==> config.mk <==
export PLATFORM = sky130hd
export DESIGN_NAME = amber_ras_flat
export DESIGN_NICKNAME = d
export VERILOG_FILES = /design/src/rtl/amber_ras_pkg.sv /design/src/rtl/amber_ras_if.sv /design/src/rtl/amber_ras_bank.sv /design/src/rtl/amber_ras.sv /design/src/flat_wrapper.sv
export SDC_FILE = /design/constraint.sdc
export NUM_CORES = 1
export LEC_CHECK = 0
export ABC_AREA = 0
export BUFFER_PORTS_ARGS = -buffer_cell sky130_fd_sc_hd__buf_2
export CORE_MARGIN = 1.5
export CORE_UTILIZATION = 25
export CTS_CLUSTER_SIZE = 24
export DETAILED_ROUTE_END_ITERATION = 12
export GPL_TIMING_DRIVEN = 0
export HOLD_SLACK_MARGIN = 0.02
export PLACE_DENSITY = 0.4
export SYNTH_ARGS = -nofsm -noshare
export SYNTH_HDL_FRONTEND = slang
export SYNTH_HIERARCHICAL = 1
export SYNTH_SLANG_ARGS = --single-unit
==> constraint.sdc <==
create_clock -name iw_clk -period 4.34 [get_ports iw_clk]
set_input_delay 0.434 -clock iw_clk [delete_from_list [all_inputs] [get_ports iw_clk]]
set_output_delay 0.434 -clock iw_clk [all_outputs]
set_load 0.01 [all_outputs]
==> src/rtl/amber_ras_pkg.sv <==
// amber_ras_pkg: sizing constants shared by the return-address stack and the IA/ID stages
package amber_ras_pkg;
    localparam int RAS_ADDR_W = 24;
    localparam int RAS_DEPTH  = 8;
endpackage

==> src/rtl/amber_ras_if.sv <==
// amber_ras_if: decode/retire/flush inputs and prediction outputs of the return-address stack
interface amber_ras_if
    import amber_ras_pkg::*;
#(
    parameter int ADDR_W = RAS_ADDR_W,
    parameter int DEPTH  = RAS_DEPTH
);
    localparam int PTR_W = $clog2(DEPTH);
    logic              iw_spec_push;
    logic              iw_spec_pop;
    logic [ADDR_W-1:0] iw_spec_addr;
    logic              iw_cmt_push;
    logic              iw_cmt_pop;
    logic [ADDR_W-1:0] iw_cmt_addr;
    logic              iw_flush;
    logic              ow_top_valid;
    logic [ADDR_W-1:0] ow_top_addr;
    logic [PTR_W:0]    ow_spec_cnt;
    logic [PTR_W:0]    ow_cmt_cnt;
    logic              ow_ovf;
    modport master (
        output iw_spec_push, iw_spec_pop, iw_spec_addr,
        output iw_cmt_push, iw_cmt_pop, iw_cmt_addr, iw_flush,
        input  ow_top_valid, ow_top_addr, ow_spec_cnt, ow_cmt_cnt, ow_ovf
    );
    modport slave (
        input  iw_spec_push, iw_spec_pop, iw_spec_addr,
        input  iw_cmt_push, iw_cmt_pop, iw_cmt_addr, iw_flush,
        output ow_top_valid, ow_top_addr, ow_spec_cnt, ow_cmt_cnt, ow_ovf
    );
endinterface

==> src/rtl/amber_ras_bank.sv <==
// amber_ras_bank: one circular return-address stack; exposes its next state so a twin can be loaded from it
module amber_ras_bank
    import amber_ras_pkg::*;
#(
    parameter int ADDR_W = RAS_ADDR_W,
    parameter int DEPTH  = RAS_DEPTH,
    parameter int PTR_W  = $clog2(DEPTH)
) (
    input  logic                         iw_clk,
    input  logic                         iw_rst_n,
    input  logic                         iw_push,
    input  logic                         iw_pop,
    input  logic [ADDR_W-1:0]            iw_addr,
    input  logic                         iw_load_en,
    input  logic [DEPTH-1:0][ADDR_W-1:0] iw_load_mem,
    input  logic [PTR_W-1:0]             iw_load_tos,
    input  logic [PTR_W:0]               iw_load_cnt,
    output logic [DEPTH-1:0][ADDR_W-1:0] ow_nxt_mem,
    output logic [PTR_W-1:0]             ow_nxt_tos,
    output logic [PTR_W:0]               ow_nxt_cnt,
    output logic                         ow_wrap
);
    localparam int CNT_W = PTR_W + 1;
    logic [DEPTH-1:0][ADDR_W-1:0] r_mem;
    logic [DEPTH-1:0][ADDR_W-1:0] w_mem_o;
    logic [PTR_W-1:0]             r_tos;
    logic [PTR_W-1:0]             w_tos_p;
    logic [PTR_W-1:0]             w_tos_o;
    logic [CNT_W-1:0]             r_cnt;
    logic [CNT_W-1:0]             w_cnt_p;
    logic [CNT_W-1:0]             w_cnt_o;
    logic                         w_pop_ok;
    logic                         w_full_p;

    // pop first, then push onto the popped state; a load replaces the whole result
    always_comb begin
        w_pop_ok   = iw_pop && (r_cnt != '0);
        w_tos_p    = w_pop_ok ? r_tos - PTR_W'(1) : r_tos;
        w_cnt_p    = w_pop_ok ? r_cnt - CNT_W'(1) : r_cnt;
        w_full_p   = w_cnt_p == CNT_W'(DEPTH);
        w_tos_o    = iw_push ? w_tos_p + PTR_W'(1) : w_tos_p;
        w_cnt_o    = (iw_push && !w_full_p) ? w_cnt_p + CNT_W'(1) : w_cnt_p;
        w_mem_o    = r_mem;
        if (iw_push)
            w_mem_o[w_tos_o] = iw_addr;
        ow_nxt_mem = iw_load_en ? iw_load_mem : w_mem_o;
        ow_nxt_tos = iw_load_en ? iw_load_tos : w_tos_o;
        ow_nxt_cnt = iw_load_en ? iw_load_cnt : w_cnt_o;
        ow_wrap    = iw_push && w_full_p && !iw_load_en;
    end

    // stack state register
    always_ff @(posedge iw_clk) begin
        if (!iw_rst_n) begin
            r_mem <= '0;
            r_tos <= '0;
            r_cnt <= '0;
        end else begin
            r_mem <= ow_nxt_mem;
            r_tos <= ow_nxt_tos;
            r_cnt <= ow_nxt_cnt;
        end
    end
endmodule

==> src/rtl/amber_ras.sv <==
// amber_ras: speculative + committed return-address stacks predicting RET targets for IA
module amber_ras
    import amber_ras_pkg::*;
#(
    parameter int ADDR_W = RAS_ADDR_W,
    parameter int DEPTH  = RAS_DEPTH
) (
    input logic         iw_clk,
    input logic         iw_rst_n,
    amber_ras_if.slave  bus
);
    localparam int PTR_W = $clog2(DEPTH);
    logic [DEPTH-1:0][ADDR_W-1:0] w_cmt_mem;
    logic [PTR_W-1:0]             w_cmt_tos;
    logic [PTR_W:0]               w_cmt_cnt;
    logic                         w_cmt_wrap_unused;
    logic [DEPTH-1:0][ADDR_W-1:0] w_spec_mem;
    logic [PTR_W-1:0]             w_spec_tos;
    logic [PTR_W:0]               w_spec_cnt;
    logic                         w_spec_wrap;
    logic                         r_top_valid;
    logic [ADDR_W-1:0]            r_top_addr;
    logic [PTR_W:0]               r_spec_cnt;
    logic [PTR_W:0]               r_cmt_cnt;
    logic                         r_ovf;

    amber_ras_bank #(.ADDR_W(ADDR_W), .DEPTH(DEPTH)) u_cmt (
        .iw_clk      (iw_clk),
        .iw_rst_n    (iw_rst_n),
        .iw_push     (bus.iw_cmt_push),
        .iw_pop      (bus.iw_cmt_pop),
        .iw_addr     (bus.iw_cmt_addr),
        .iw_load_en  (1'b0),
        .iw_load_mem ('0),
        .iw_load_tos ('0),
        .iw_load_cnt ('0),
        .ow_nxt_mem  (w_cmt_mem),
        .ow_nxt_tos  (w_cmt_tos),
        .ow_nxt_cnt  (w_cmt_cnt),
        .ow_wrap     (w_cmt_wrap_unused)
    );

    // flush reloads from the committed stack's post-retirement state, bypassing its register
    amber_ras_bank #(.ADDR_W(ADDR_W), .DEPTH(DEPTH)) u_spec (
        .iw_clk      (iw_clk),
        .iw_rst_n    (iw_rst_n),
        .iw_push     (bus.iw_spec_push),
        .iw_pop      (bus.iw_spec_pop),
        .iw_addr     (bus.iw_spec_addr),
        .iw_load_en  (bus.iw_flush),
        .iw_load_mem (w_cmt_mem),
        .iw_load_tos (w_cmt_tos),
        .iw_load_cnt (w_cmt_cnt),
        .ow_nxt_mem  (w_spec_mem),
        .ow_nxt_tos  (w_spec_tos),
        .ow_nxt_cnt  (w_spec_cnt),
        .ow_wrap     (w_spec_wrap)
    );

    // output registers track the banks' next state so they line up with the stack contents
    always_ff @(posedge iw_clk) begin
        if (!iw_rst_n) begin
            r_top_valid <= 1'b0;
            r_top_addr  <= '0;
            r_spec_cnt  <= '0;
            r_cmt_cnt   <= '0;
            r_ovf       <= 1'b0;
        end else begin
            r_top_valid <= w_spec_cnt != '0;
            r_top_addr  <= (w_spec_cnt != '0) ? w_spec_mem[w_spec_tos] : '0;
            r_spec_cnt  <= w_spec_cnt;
            r_cmt_cnt   <= w_cmt_cnt;
            r_ovf       <= w_spec_wrap;
        end
    end

    assign bus.ow_top_valid = r_top_valid;
    assign bus.ow_top_addr  = r_top_addr;
    assign bus.ow_spec_cnt  = r_spec_cnt;
    assign bus.ow_cmt_cnt   = r_cmt_cnt;
    assign bus.ow_ovf       = r_ovf;
endmodule

==> src/flat_wrapper.sv <==
// flat-port wrapper written by rule: the top's interface ports become plain ports
module amber_ras_flat import amber_ras_pkg::*;
#(
    parameter int ADDR_W = RAS_ADDR_W,
    parameter int DEPTH  = RAS_DEPTH
)
  (iw_clk, iw_rst_n, bus_iw_spec_push, bus_iw_spec_pop, bus_iw_spec_addr, bus_iw_cmt_push, bus_iw_cmt_pop, bus_iw_cmt_addr, bus_iw_flush, bus_ow_top_valid, bus_ow_top_addr, bus_ow_spec_cnt, bus_ow_cmt_cnt, bus_ow_ovf);
  amber_ras_if #(.ADDR_W(ADDR_W), .DEPTH(DEPTH)) bus_i ();
  input logic iw_clk;
  input logic iw_rst_n;
  input wire logic [$bits(bus_i.iw_spec_push)-1:0] bus_iw_spec_push;
  input wire logic [$bits(bus_i.iw_spec_pop)-1:0] bus_iw_spec_pop;
  input wire logic [$bits(bus_i.iw_spec_addr)-1:0] bus_iw_spec_addr;
  input wire logic [$bits(bus_i.iw_cmt_push)-1:0] bus_iw_cmt_push;
  input wire logic [$bits(bus_i.iw_cmt_pop)-1:0] bus_iw_cmt_pop;
  input wire logic [$bits(bus_i.iw_cmt_addr)-1:0] bus_iw_cmt_addr;
  input wire logic [$bits(bus_i.iw_flush)-1:0] bus_iw_flush;
  output wire logic [$bits(bus_i.ow_top_valid)-1:0] bus_ow_top_valid;
  output wire logic [$bits(bus_i.ow_top_addr)-1:0] bus_ow_top_addr;
  output wire logic [$bits(bus_i.ow_spec_cnt)-1:0] bus_ow_spec_cnt;
  output wire logic [$bits(bus_i.ow_cmt_cnt)-1:0] bus_ow_cmt_cnt;
  output wire logic [$bits(bus_i.ow_ovf)-1:0] bus_ow_ovf;
  assign bus_i.iw_spec_push = bus_iw_spec_push;
  assign bus_i.iw_spec_pop = bus_iw_spec_pop;
  assign bus_i.iw_spec_addr = bus_iw_spec_addr;
  assign bus_i.iw_cmt_push = bus_iw_cmt_push;
  assign bus_i.iw_cmt_pop = bus_iw_cmt_pop;
  assign bus_i.iw_cmt_addr = bus_iw_cmt_addr;
  assign bus_i.iw_flush = bus_iw_flush;
  assign bus_ow_top_valid = bus_i.ow_top_valid;
  assign bus_ow_top_addr = bus_i.ow_top_addr;
  assign bus_ow_spec_cnt = bus_i.ow_spec_cnt;
  assign bus_ow_cmt_cnt = bus_i.ow_cmt_cnt;
  assign bus_ow_ovf = bus_i.ow_ovf;
  amber_ras #(.ADDR_W(ADDR_W), .DEPTH(DEPTH)) u_core (.iw_clk(iw_clk), .iw_rst_n(iw_rst_n), .bus(bus_i));
endmodule
==> results_tabular.tex <==
\begin{tabular}{lr}
\hline
Metric & Value \\
\hline
\multicolumn{2}{l}{\textbf{Status}} \\
Violations in the final reports & negative setup slack \\
Status & complete, but fails checks \\
\multicolumn{2}{l}{\textbf{CTS}} \\
Number of H-tree branching levels & 2 \\
Number of clock sinks & 432 \\
Clock input transition at the sequential cells of the worst setup and hold paths & 0.06 ns \\
Clock tree from TritonCTS & yes \\
Clock Path Buffers & 3 \\
Hold bufs inserted after CTS & 0 \\
Master cell of the clock root buffer & clkbuf\_16 \\
Number of buffers created by CTS & 55 \\
Source-to-sink clock delay at the later pin of the worst-skew pair & 0.62 ns \\
\multicolumn{2}{l}{\textbf{Finish}} \\
Finished Cell Area & 30200 um2 \\
Register Area & 8650 um2 \\
Fraction of layout instances using a drive strength above 1 & 22.3\% \\
Number of nets in the layout & 3113 \\
Synth-to-layout area growth & 27.6\% \\
Final cell count without fillers & 4348 \\
Multi-input gate area & 15800 um2 \\
Number of fillers in the final layout & 9882 \\
Final cell utilization of the core & 32.3\% \\
\multicolumn{2}{l}{\textbf{Timing}} \\
Worst max-slew margin expressed relative to the limit & 5.74\% \\
Final Hold Fails & 0 \\
Clock Skew & 0.0184 ns \\
Final Max Slew Viols & 0 \\
Final min period & 4.38 ns \\
Highest clock rate & 228 MHz \\
Setup repair after global routing missed its margin & yes \\
Worst-Margin Slew & 1.41 ns \\
Post-layout worst setup margin & -0.0406 ns \\
Period utilisation layout & 101\% \\
Setup Viol. Count Final & 11 \\
\multicolumn{2}{l}{\textbf{Min path}} \\
Worst Hold Class & input pin to flop \\
Number of stages on the worst hold path & 2 \\
\multicolumn{2}{l}{\textbf{Die}} \\
Horizontal die dimension & 311 um \\
I/O pin total & 89 \\
Starting density of the core & 25.3\% \\
Chip Height & 311 um \\
Number of rows created at floorplan & 112 \\
Die area & 96500 um2 \\
Core Area & 93500 um2 \\
\multicolumn{2}{l}{\textbf{Global routing}} \\
Busiest layer in global routing & met2 \\
Met2 routing resource usage after global routing & 37.2\% \\
Total overflow reported by the global router & 0 \\
First-pass GRT wire length & 177000 um \\
Maximum number of pins on one net before global-route repair & 16 \\
Met1 GRT Util & 36.4\% \\
Initial antenna violation count & 11 \\
Global-route usage over all layers & 25.6\% \\
Via count of the first global-routing pass & 22947 \\
Met3 Resource Use GR & 4.23\% \\
\multicolumn{2}{l}{\textbf{Power}} \\
P\_leak & 0.0109 uW \\
Pwr Total & 14500 uW \\
Power density over the cells & 480 nW/um2 \\
Worst VDD drop & 0.294 mV \\
\multicolumn{2}{l}{\textbf{Setup path}} \\
Worst r2r path cells & 16 \\
WP buf/inv & 4 \\
Kind of cell adding the most delay to the critical path & compound AO/OA/AOI/OAI gates \\
Data arrival time of the worst path & 4.88 ns \\
Slowest-stage cell, CP & mux4\_2 \\
Required time of the worst setup path & 4.84 ns \\
Critical-path maximum fanout & 10 \\
WS Path Type & flop to flop \\
Worst stage delay on the critical path & 0.61 ns \\
CP cell instances & inv\_4 > ha\_4 > nor3b\_4 > o211a\_4 > clkinvlp\_4 > ha\_4 > nor3b\_4 > o2111ai\_4 > buf\_8 > buf\_8 > or3\_4 > o211a\_1 > nor2\_2 > a21oi\_2 > mux4\_2 > a22o\_1 \\
Type of element capturing the critical path & flop \\
Stages on the worst setup path & 16 \\
Critical path startpoint category & flop \\
\multicolumn{2}{l}{\textbf{Routing}} \\
DR DRC count & 0 \\
Post-detailed-route count of antenna-violating nets & 0 \\
Via Count & 24138 \\
Number of optimization iterations in the first detailed-route pass & 5 \\
Via density per instance & 5.55 \\
Detailed-route wire length per cell & 29.3 um \\
Number of DRC violations after detailed-routing iteration 0 & 2521 \\
Drt total wl & 128000 um \\
\multicolumn{2}{l}{\textbf{Logic synthesis}} \\
Synthesis Warnings & 6 \\
Cell Area, Synth & 23700 um2 \\
Average size of a mapped cell & 8.80 um2 \\
Cell count after synthesis & 2689 \\
\multicolumn{2}{l}{\textbf{Place}} \\
Placed cell count & 4206 \\
Total placed instance area & 26300 um2 \\
Number of port buffers & 62 \\
Post-detailed-placement half-perimeter wirelength & 96000 um \\
Place WS & -2.13 ns \\
Routability cong. & 0.951 \\
\multicolumn{2}{l}{\textbf{Flow run}} \\
Max-cap viol count & 0 \\
\hline
\end{tabular}
## metrics by stage
step | setup TNS [ns] | hold slack, ns
detailed placement | -277.05 | 0.454
global placement | -352.50 | 0.448
CTS | -0.00992 | 0.238
floorplan | 0 | 0.438
finish | -0.211 | 0.292
global route | -0.813 | 0.280
## layout make-up
class | count | share of cell area, %
buffer | 292 | 5.36
timing repair buffer | 103 | 2.18
multi-input combinational | 2141 | 52.3
clock inverter | 4 | 0.0663
sequential | 432 | 28.7
tap | 1254 | 5.20
antenna | 6 | 0.0497
clock buffer | 93 | 5.84
inverter | 23 | 0.307
## repair_timing
action                                  4_1_cts  5_1_grt
setup buffers                                32        8
endpoints found under the hold margin         0        0
endpoints found under the setup margin      384       24
cloned                                        0        1
pin swaps                                    45       44
gates resized for setup                     247      159
## worst reg2reg max path, cell delays in order (launching register included)
cell	delay, ns
dfxtp_4	0.36
inv_4	0.06
ha_4	0.15
nor3b_4	0.22
o211a_4	0.31
clkinvlp_4	0.28
ha_4	0.37
nor3b_4	0.30
o2111ai_4	0.26
buf_8	0.22
buf_8	0.14
or3_4	0.33
o211a_1	0.16
nor2_2	0.15
a21oi_2	0.06
mux4_2	0.61
a22o_1	0.28
## placed cells by master (no fill, tap or decap), types with 7 or more instances in the layout
master / count
a2bb2oi_1: 42
o211a_1: 43
buf_6: 21
buf_4: 70
and2_1: 18
clkbuf_16: 59
or3_4: 13
a211oi_2: 60
inv_1: 14
o22ai_2: 10
o22ai_1: 35
a22o_4: 10
o32ai_2: 48
clkbuf_2: 9
clkbuf_1: 181
nand2_1: 115
o2111a_1: 46
a21oi_1: 324
dfxtp_1: 429
o21ai_0: 60
nor2_1: 212
buf_1: 9
buf_2: 97
conb_1: 202
nor3_1: 98
or3_1: 55
o32ai_4: 9
a2bb2oi_2: 7
clkbuf_4: 8
clkbuf_8: 23
nand3_1: 7
a22o_1: 10
o32ai_1: 37
nand2b_1: 55
a21oi_2: 16
a211oi_1: 229
buf_8: 8
mux2i_1: 89
nor2_2: 81
mux4_2: 48
## worst paths after layout
check	from	end	slack, ns
setup / recovery	u_core/u_cmt/r_cnt[0]	u_core/bus.ow_top_addr[12]	-0.04
setup reg to reg	u_core/u_cmt/r_cnt[0]	u_core/bus.ow_top_addr[12]	-0.04
hold / removal	iw_rst_n	u_core/bus.ow_cmt_cnt[3]	0.29
hold reg to reg	u_core/u_spec/r_mem[42]	u_core/u_spec/r_mem[42]	0.46
## where the power goes
part	internal, uW	switching [uW]
Clock	2720	1880
Sequential	4430	165
Combinational	1820	3450
Total	8980	5500
## sequential cells by signal, indices dropped and copies added (netlist names)
name and cells:
u_core/bus.ow_cmt_cnt 4, u_core/bus.ow_ovf 1, u_core/bus.ow_spec_cnt 4, u_core/bus.ow_top_addr 24, u_core/bus.ow_top_valid 1, u_core/u_cmt/r_cnt 4
u_core/u_cmt/r_mem 192, u_core/u_cmt/r_tos 3, u_core/u_spec/r_cnt 4, u_core/u_spec/r_mem 192, u_core/u_spec/r_tos 3
## routing by layer
layer	wire length [um]	part of all wire (%)	up-vias
met3	9740	7.6	194
met1	57800	45	12049
li1	-	-	10818
met4	6860	5.4	2
met2	53100	42	1075
met5	7	0.0055	-
Note: power is estimated with default switching activity, not from simulation.
